<file path="src/rtl/alu_opnd_stage.sv">
// Operand-select/decode stage for the ALU adder: extends imm, picks operand B and sets sub/c_in.
// Latency: 1 cycle from accept to out_valid; sustains 1 op/cycle with out_ready held high.
// Backpressure: 2-entry skid buffer; in_ready is registered (!skid full), no path from out_ready.
module alu_opnd_stage #(
    parameter int IMM_W = 16
) (
    input  logic             clk,
    input  logic             clrn,
    input  logic             in_valid,
    output logic             in_ready,
    input  logic [2:0]       op,
    input  logic [31:0]      rs_val,
    input  logic [31:0]      rt_val,
    input  logic [IMM_W-1:0] imm,
    input  logic             use_imm,
    input  logic             imm_zext,
    output logic             out_valid,
    input  logic             out_ready,
    output logic [31:0]      a,
    output logic [31:0]      b,
    output logic             sub,
    output logic             c_in,
    output logic [2:0]       op_q,
    output logic             illegal
);

    localparam logic [2:0] OP_ADD  = 3'd0;
    localparam logic [2:0] OP_SUB  = 3'd1;
    localparam logic [2:0] OP_SLT  = 3'd2;
    localparam logic [2:0] OP_SLTU = 3'd3;
    localparam logic [2:0] OP_NEG  = 3'd4;
    localparam logic [2:0] OP_PASS = 3'd5;

    // One decoded operation as handed to the adder.
    typedef struct packed {
        logic [31:0] a;
        logic [31:0] b;
        logic        sub;
        logic        c_in;
        logic [2:0]  op;
        logic        illegal;
    } opnd_t;

    opnd_t       dec_dat;
    opnd_t       main_dat;
    opnd_t       skid_dat;
    logic        main_vld;
    logic        skid_vld;
    logic        skid_vld_nxt;
    logic        in_rdy_q;
    logic        accept;
    logic        drain;
    logic [31:0] imm_ext;
    logic [31:0] opnd_b;

    assign accept = in_valid & in_rdy_q;
    assign drain  = main_vld & out_ready;

    // Immediate extension and second-operand select.
    always_comb begin
        imm_ext = imm_zext ? {{(32-IMM_W){1'b0}}, imm}
                           : {{(32-IMM_W){imm[IMM_W-1]}}, imm};
        opnd_b  = use_imm ? imm_ext : rt_val;
    end

    // Decode the incoming op into adder controls; illegal ops behave as ADD and are flagged.
    always_comb begin
        dec_dat         = '0;
        dec_dat.a       = rs_val;
        dec_dat.b       = opnd_b;
        dec_dat.op      = op;
        case (op)
            OP_ADD:                dec_dat.sub = 1'b0;
            OP_SUB, OP_SLT, OP_SLTU: dec_dat.sub = 1'b1;
            OP_NEG: begin
                dec_dat.a   = 32'd0;
                dec_dat.b   = rs_val;
                dec_dat.sub = 1'b1;
            end
            OP_PASS:               dec_dat.b = 32'd0;
            default:               dec_dat.illegal = 1'b1;
        endcase
        // The adder's +1 for two's-complement subtraction comes in through the carry.
        dec_dat.c_in = dec_dat.sub;
    end

    // Skid occupancy next cycle: fills only when main is stuck and a new op arrives.
    always_comb begin
        if (skid_vld)
            skid_vld_nxt = ~drain;
        else
            skid_vld_nxt = main_vld & ~drain & accept;
    end

    // Main/skid registers; skid always refills main first so order is preserved.
    always_ff @(posedge clk or negedge clrn) begin
        if (!clrn) begin
            main_vld <= 1'b0;
            skid_vld <= 1'b0;
            in_rdy_q <= 1'b0;
            main_dat <= '0;
            skid_dat <= '0;
        end else begin
            skid_vld <= skid_vld_nxt;
            in_rdy_q <= ~skid_vld_nxt;
            if (skid_vld) begin
                if (drain)
                    main_dat <= skid_dat;
            end else if (!main_vld || drain) begin
                main_vld <= accept;
                if (accept)
                    main_dat <= dec_dat;
            end else if (accept) begin
                skid_dat <= dec_dat;
            end
        end
    end

    assign in_ready  = in_rdy_q;
    assign out_valid = main_vld;
    assign a         = main_dat.a;
    assign b         = main_dat.b;
    assign sub       = main_dat.sub;
    assign c_in      = main_dat.c_in;
    assign op_q      = main_dat.op;
    assign illegal   = main_dat.illegal;

endmodule

</file>
<file path="config.mk">
export PLATFORM = sky130hd
export DESIGN_NAME = alu_opnd_stage
export DESIGN_NICKNAME = d
export VERILOG_FILES = /design/src/rtl/alu_opnd_stage.sv
export SDC_FILE = /design/constraint.sdc
export NUM_CORES = 1
export LEC_CHECK = 0
export BUFFER_PORTS_ARGS = -buffer_cell sky130_fd_sc_hd__buf_2
export CAP_MARGIN = 10
export CORE_ASPECT_RATIO = 0.9
export CORE_MARGIN = 5
export CORE_UTILIZATION = 30
export CTS_CLUSTER_SIZE = 12
export DETAILED_ROUTE_END_ITERATION = 8
export PLACE_DENSITY = 0.58
export SLEW_MARGIN = 0
export SYNTH_ARGS = -nofsm -noshare
export SYNTH_HDL_FRONTEND = slang
export SYNTH_SLANG_ARGS = --single-unit
</file>
<file path="constraint.sdc">
create_clock -name clk -period 2.9 [get_ports clk]
set_input_delay 0.29 -clock clk [delete_from_list [all_inputs] [get_ports clk]]
set_output_delay 0.29 -clock clk [all_outputs]
set_load 0.005 [all_outputs]
</file>
Yosys cells after proc, flatten, opt, wreduce, memory -nomap -nowiden
Index checks and enable logic that the tools add are counted.
- bitwise gates (word level): 8
- reductions and logical operators: 10
- multiply operators: 0
- order comparisons: 0
- shifts and indexed selects: 0
- equality and inequality tests: 6
- muxes and demuxes: 11
- divide/modulo/power cells: 0
- $add $sub $neg: 0
- operator list (operator ; count):
    two-way mux 70 bit ; 4
    two-way mux 32 bit ; 3
    case mux 32 bit (2 select lines) ; 1
    equality test 3 x 2 -> 1 bit, second input constant ; 2
    equality test 3 bit, second input constant ; 2
    AND reduction 3 bit ; 2
    OR reduction 6 bit ; 1
    bitwise AND 1 bit ; 4
    inverter 1 bit ; 4
    nonzero test 2 bit ; 2
    OR reduction 4 bit ; 1
    equality test 3 x 1 -> 1 bit, second input constant ; 1
    logical NOT 3 bit ; 1
    two-way mux 1 bit ; 3
    inequality test 2 x 1 -> 1 bit, second input constant ; 1
    AND reduction 2 bit ; 1
    logical NOT 1 bit ; 1
    logical OR 1 bit ; 1
- input port bits: 89
- memories: 0
- latch bits: 0
- RAM bits: 0
- bits in registers: 142
- bits in read-only memories: 0

Logic depth before layout (Yosys ltp)
- depth after elaboration: 6
- mapped depth: 8
- mapped depth without buffers: 4

Least setup slack after synthesis
Ideal clock, no wire load.
- path kind: flip-flop to flip-flop
- start point: register main_vld (netlist: out_valid)
- end point: register main_dat (netlist bit a[22])
- setup slack: 1417 ps
- stages on the path, launching flop included: 9
- required time: 2768 ps
- arrival: 1351 ps
- clock period less this slack: 1483 ps
- library setup time: 132 ps
- cell sequence: dfrtp_1 buf_2 and2b_1 a21o_1 buf_2 buf_6 buf_6 nand2_1 o21ai_1
- word-level cells in the longest chain between the ends: 4
- elaborated cells on any way between the ends: 6
- classes of those cells: eq/ne: 1; bitwise: 1; reduce/logical: 4
- RTL lines (what ; line ; source):
    start: declaration ; 47 ; logic main_vld;
    start signal: assignment ; 110 ; main_vld <= accept;
    bitwise AND 1 bit / logical NOT 1 bit (equally long branches) ; 57, 109 ;
    logical OR 1 bit ; 109 ; end else if (!main_vld || drain) begin
    nonzero test 2 bit (no line) ; - ;
    AND reduction 3 bit (no line) * ; - ;
    end signal: assignment ; 108 ; main_dat <= skid_dat;
    end signal: assignment ; 112 ; main_dat <= dec_dat;
    end: declaration ; 45 ; opnd_t main_dat;
Mark *: on every way between the ends. The rest lies on a longest branch, timed or not.
A chain may end at the register's enable or synchronous reset.

Worst setup path after layout
- start point: register skid_vld
- end point: register skid_dat[64] (netlist name)
- word-level cells in the longest chain between the ends: 2
- RTL lines (what ; line ; source):
    start: declaration ; 48 ; logic skid_vld;
    start signal: assignment ; 104 ; skid_vld <= skid_vld_nxt;
    inverter 1 bit (no line) ; - ;
    AND reduction 3 bit (no line) ; - ;
    end signal: assignment ; 114 ; skid_dat <= dec_dat;
    end: declaration ; 46 ; opnd_t skid_dat;
Every way passes these cells.

==> summary.md <==
| Metric | Value |
|---|---|
| Crit path arrival time | `between 2 and 2.5 ns` |
| Filler instances | `roughly 2300` |
| Tot Pwr | `roughly 0.0083 W` |
| Setup bufs post-CTS | `0` |
| Combinational Power Share | `0.326` |
| Slew headroom | `0.423` |
| Wire per inst | `between 15 and 20 um` |
| Synth cell types | `28` |
| Area growth syn-to-layout | `24.8%` |
| Switching part of the total | `0.355` |
| Vias | `~5800` |
| Flip-flop and latch area | `around 3500 um2` |
| Pwr per Cell Area | `a little under 1000 nW/um2` |
| Cts bufs inserted | `17` |
| Vias/cell | `about 4.8` |
| Tcrit/Tclk final | `0.656` |
| Status | `completed` |
| Core area | `between 20000 and 25000 um2` |
| First-pass GRT wire length | `32700 um` |
| Leading cell type in the layout, fill and taps excluded | `nand2_1` |
| VDD IR max | `~0.00046 V` |
| Clk root buf | `clkbuf_16` |
| Critical Path End Type | `flip-flop` |
| Yosys Warn Count | `0` |
| P_int | `0.00536 W` |
| Post-Route Utilization | `0.378` |
| Fmax achieved | `around 530 MHz` |
| WHS | `between 0.1 and 0.15 ns` |
| Seq cells post-synth | `between 100 and 150` |
| Max Slew Vio Count | `0` |
| Initial antenna violation count | `2` |
| # rows | `52` |
| Post-Place Worst Slack | `0.996 ns` |
| Detail Route Antenna Nets | `0` |
| Total GRT Usage | `0.160` |
| Top FF cell, synth | `dfrtp_1` |
| Largest net degree at the start of global routing | `67` |
| Lkg Pwr | `between 4 and 5 nW` |
| Final Wtd Congestion | `roughly 0.75` |
| Post-synthesis area per instance | `a little under 9 um2` |
| Max Buffers Root-to-Sink | `2` |
| Final hold vios | `0` |
| DR DRC count | `0` |
| Least-Margin Pin Slew | `0.866 ns` |
| Die area | `approximately 26000 um2` |
| DRT Pass-1 Iters | `4` |
| Asr flop ratio synth | `1.00` |
| Area of the mapped netlist | `a little under 7000 um2` |
| Synth Instances | `770` |
| DR iter-0 viols | `between 200 and 300` |
| Share of cells above drive strength 1 | `0.237` |
| CP required | `around 3.2 ns` |
| Die Wd | `168 um` |
| Clock power share | `0.275` |
| Clock Skews | `between 0.009 and 0.01 ns` |
| Vias in the first global route | `5843` |
| Post-synth EDFFs | `0` |
| Clock transition at path regs | `around 0.06 ns` |
| I/O Buffers | `between 150 and 200` |
| Final wirelength | `20100 um` |
| Max_cap viols | `0` |
| Slack of the critical path | `0.999 ns` |
| Clock sink count | `141` |
| Most frequent cells in the layout | `227 x nand2_1, 159 x buf_2, 140 x dfrtp_1` |
| H-tree Lvls | `4` |
| Die Y | `152 um` |
| CTS tree | `built` |
| Worst-Skew Late Latency | `approximately 0.42 ns` |
| Final nets | `988` |
| Hold Crit Class | `primary input to flip-flop` |
| Area of the multi-input gates | `~3000 um2` |
| RSZ-0062 raised after global routing | `false` |
| Crit Path Max Fanout | `46` |
| DP HPWL | `between 10000 and 15000 um` |
| Setup CP Type | `flip-flop to flip-flop` |
| Sequential Power Share | `0.399` |
| Total congestion overflow | `0` |
| Starting Density | `0.303` |
| CP startpoint kind | `flip-flop` |
| Final TNS setup | `0 ns` |
| Switching pwr | `between 0.002 and 0.003 W` |
| Register area share after synthesis | `0.522` |
| Mapped Nets | `between 800 and 900` |
| Minimum clock period | `between 1.5 and 2 ns` |
| Endpoints failing setup | `0` |
| Top Ports | `161` |
==> metrics by stage <==
stage	std cells	area, um2
after floorplan	770	6760
after global placement	1176	7800
after detailed placement	1176	7800
after CTS	1209	8440
after global routing	1209	8440
final	1210	8440
==> worst paths after layout <==
check | start | cells after the start | slack, ns | endpoint
min reg2reg | a[21] | 2 | 0.47 | a[21]
max reg2reg | skid_vld | 5 | 1.0 | skid_dat[64]
min in group asynchronous | clrn | 2 | 0.44 | skid_dat[8]
min | op[0] | 3 | 0.13 | skid_dat[1]
max | skid_vld | 5 | 1.0 | skid_dat[64]
max in group asynchronous | clrn | 3 | 1.64 | skid_dat[13]
==> layer usage <==
layer	part of all wire	up-vias	global-route usage
li1	-	2891	-
met1	0.50	2722	0.226
met2	0.44	138	0.240
met3	0.054	23	0.0459
met4	0.014	4	0.0448
met5	0.0017	-	0
==> area by class of cell <==
| cell class | instances | share of cell area |
|---|---|---|
| Antenna cell | 1 | 0.000297 |
| Clock buffer | 23 | 0.0578 |
| Clock inverter | 9 | 0.0157 |
| Inverter | 2 | 0.000890 |
| Multi-Input combinational cell | 560 | 0.346 |
| Sequential cell | 141 | 0.419 |
| Tap cell | 297 | 0.0440 |
| Timing Repair Buffer | 177 | 0.117 |
==> kinds of logic after synthesis <==
family / after synthesis / synth area share
buf+inv: 69 / 0.0515
flops: 141 / 0.522
simple gates: 318 / 0.215
compound gates: 220 / 0.179
mux: 21 / 0.0313
xor+xnor: 1 / 0.00130
==> critical path, stage by stage, from the launching register on <==
cell	delay, ns
dfrtp_4	0.49
nand3b_4	0.23
nand3b_4	0.52
buf_12	0.35
nand2_1	0.08
o21ai_0	0.09
==> cells in the mapped netlist (all sizes together) (2+ instances only) <==
cell type | instances | area, um2
clkbuf | 29 | 109
nand2 | 227 | 852
a21oi | 82 | 414
dfrtp | 141 | 3530
o2bb2ai | 16 | 140
nand2b | 16 | 100
nand3 | 32 | 160
nand3b | 3 | 47.6
mux2i | 20 | 200
a21o | 2 | 15.0
buf | 38 | 231
inv | 2 | 7.51
nor2 | 3 | 11.3
o21ai | 103 | 515
nor3b | 34 | 260
a211oi | 16 | 120
==> timing repair <==
item                                   in CTS  in global routing
gates resized for setup                     0                  0
hold buffers                                1                  0
endpoints found under the hold margin      61                  0
==> sequential cells by signal, summed over array words and instances (netlist names), 3 cells and up <==
signal and flops:
skid_dat 69, a 32, b 32, op_q 3
==> power by group through the flow <==
stage	Sequential, W	Combinational, W	Clock (W)
2_1_floorplan	0.00327	0.00176	0
3_3_place_gp	0.00333	0.00272	0
3_5_place_dp	0.00335	0.00278	0
4_1_cts	0.00332	0.00278	0.00234
5_1_grt	0.00343	0.00312	0.00243
6_report	0.00331	0.00270	0.00228
No activity file was read; power rests on OpenSTA's default activity.
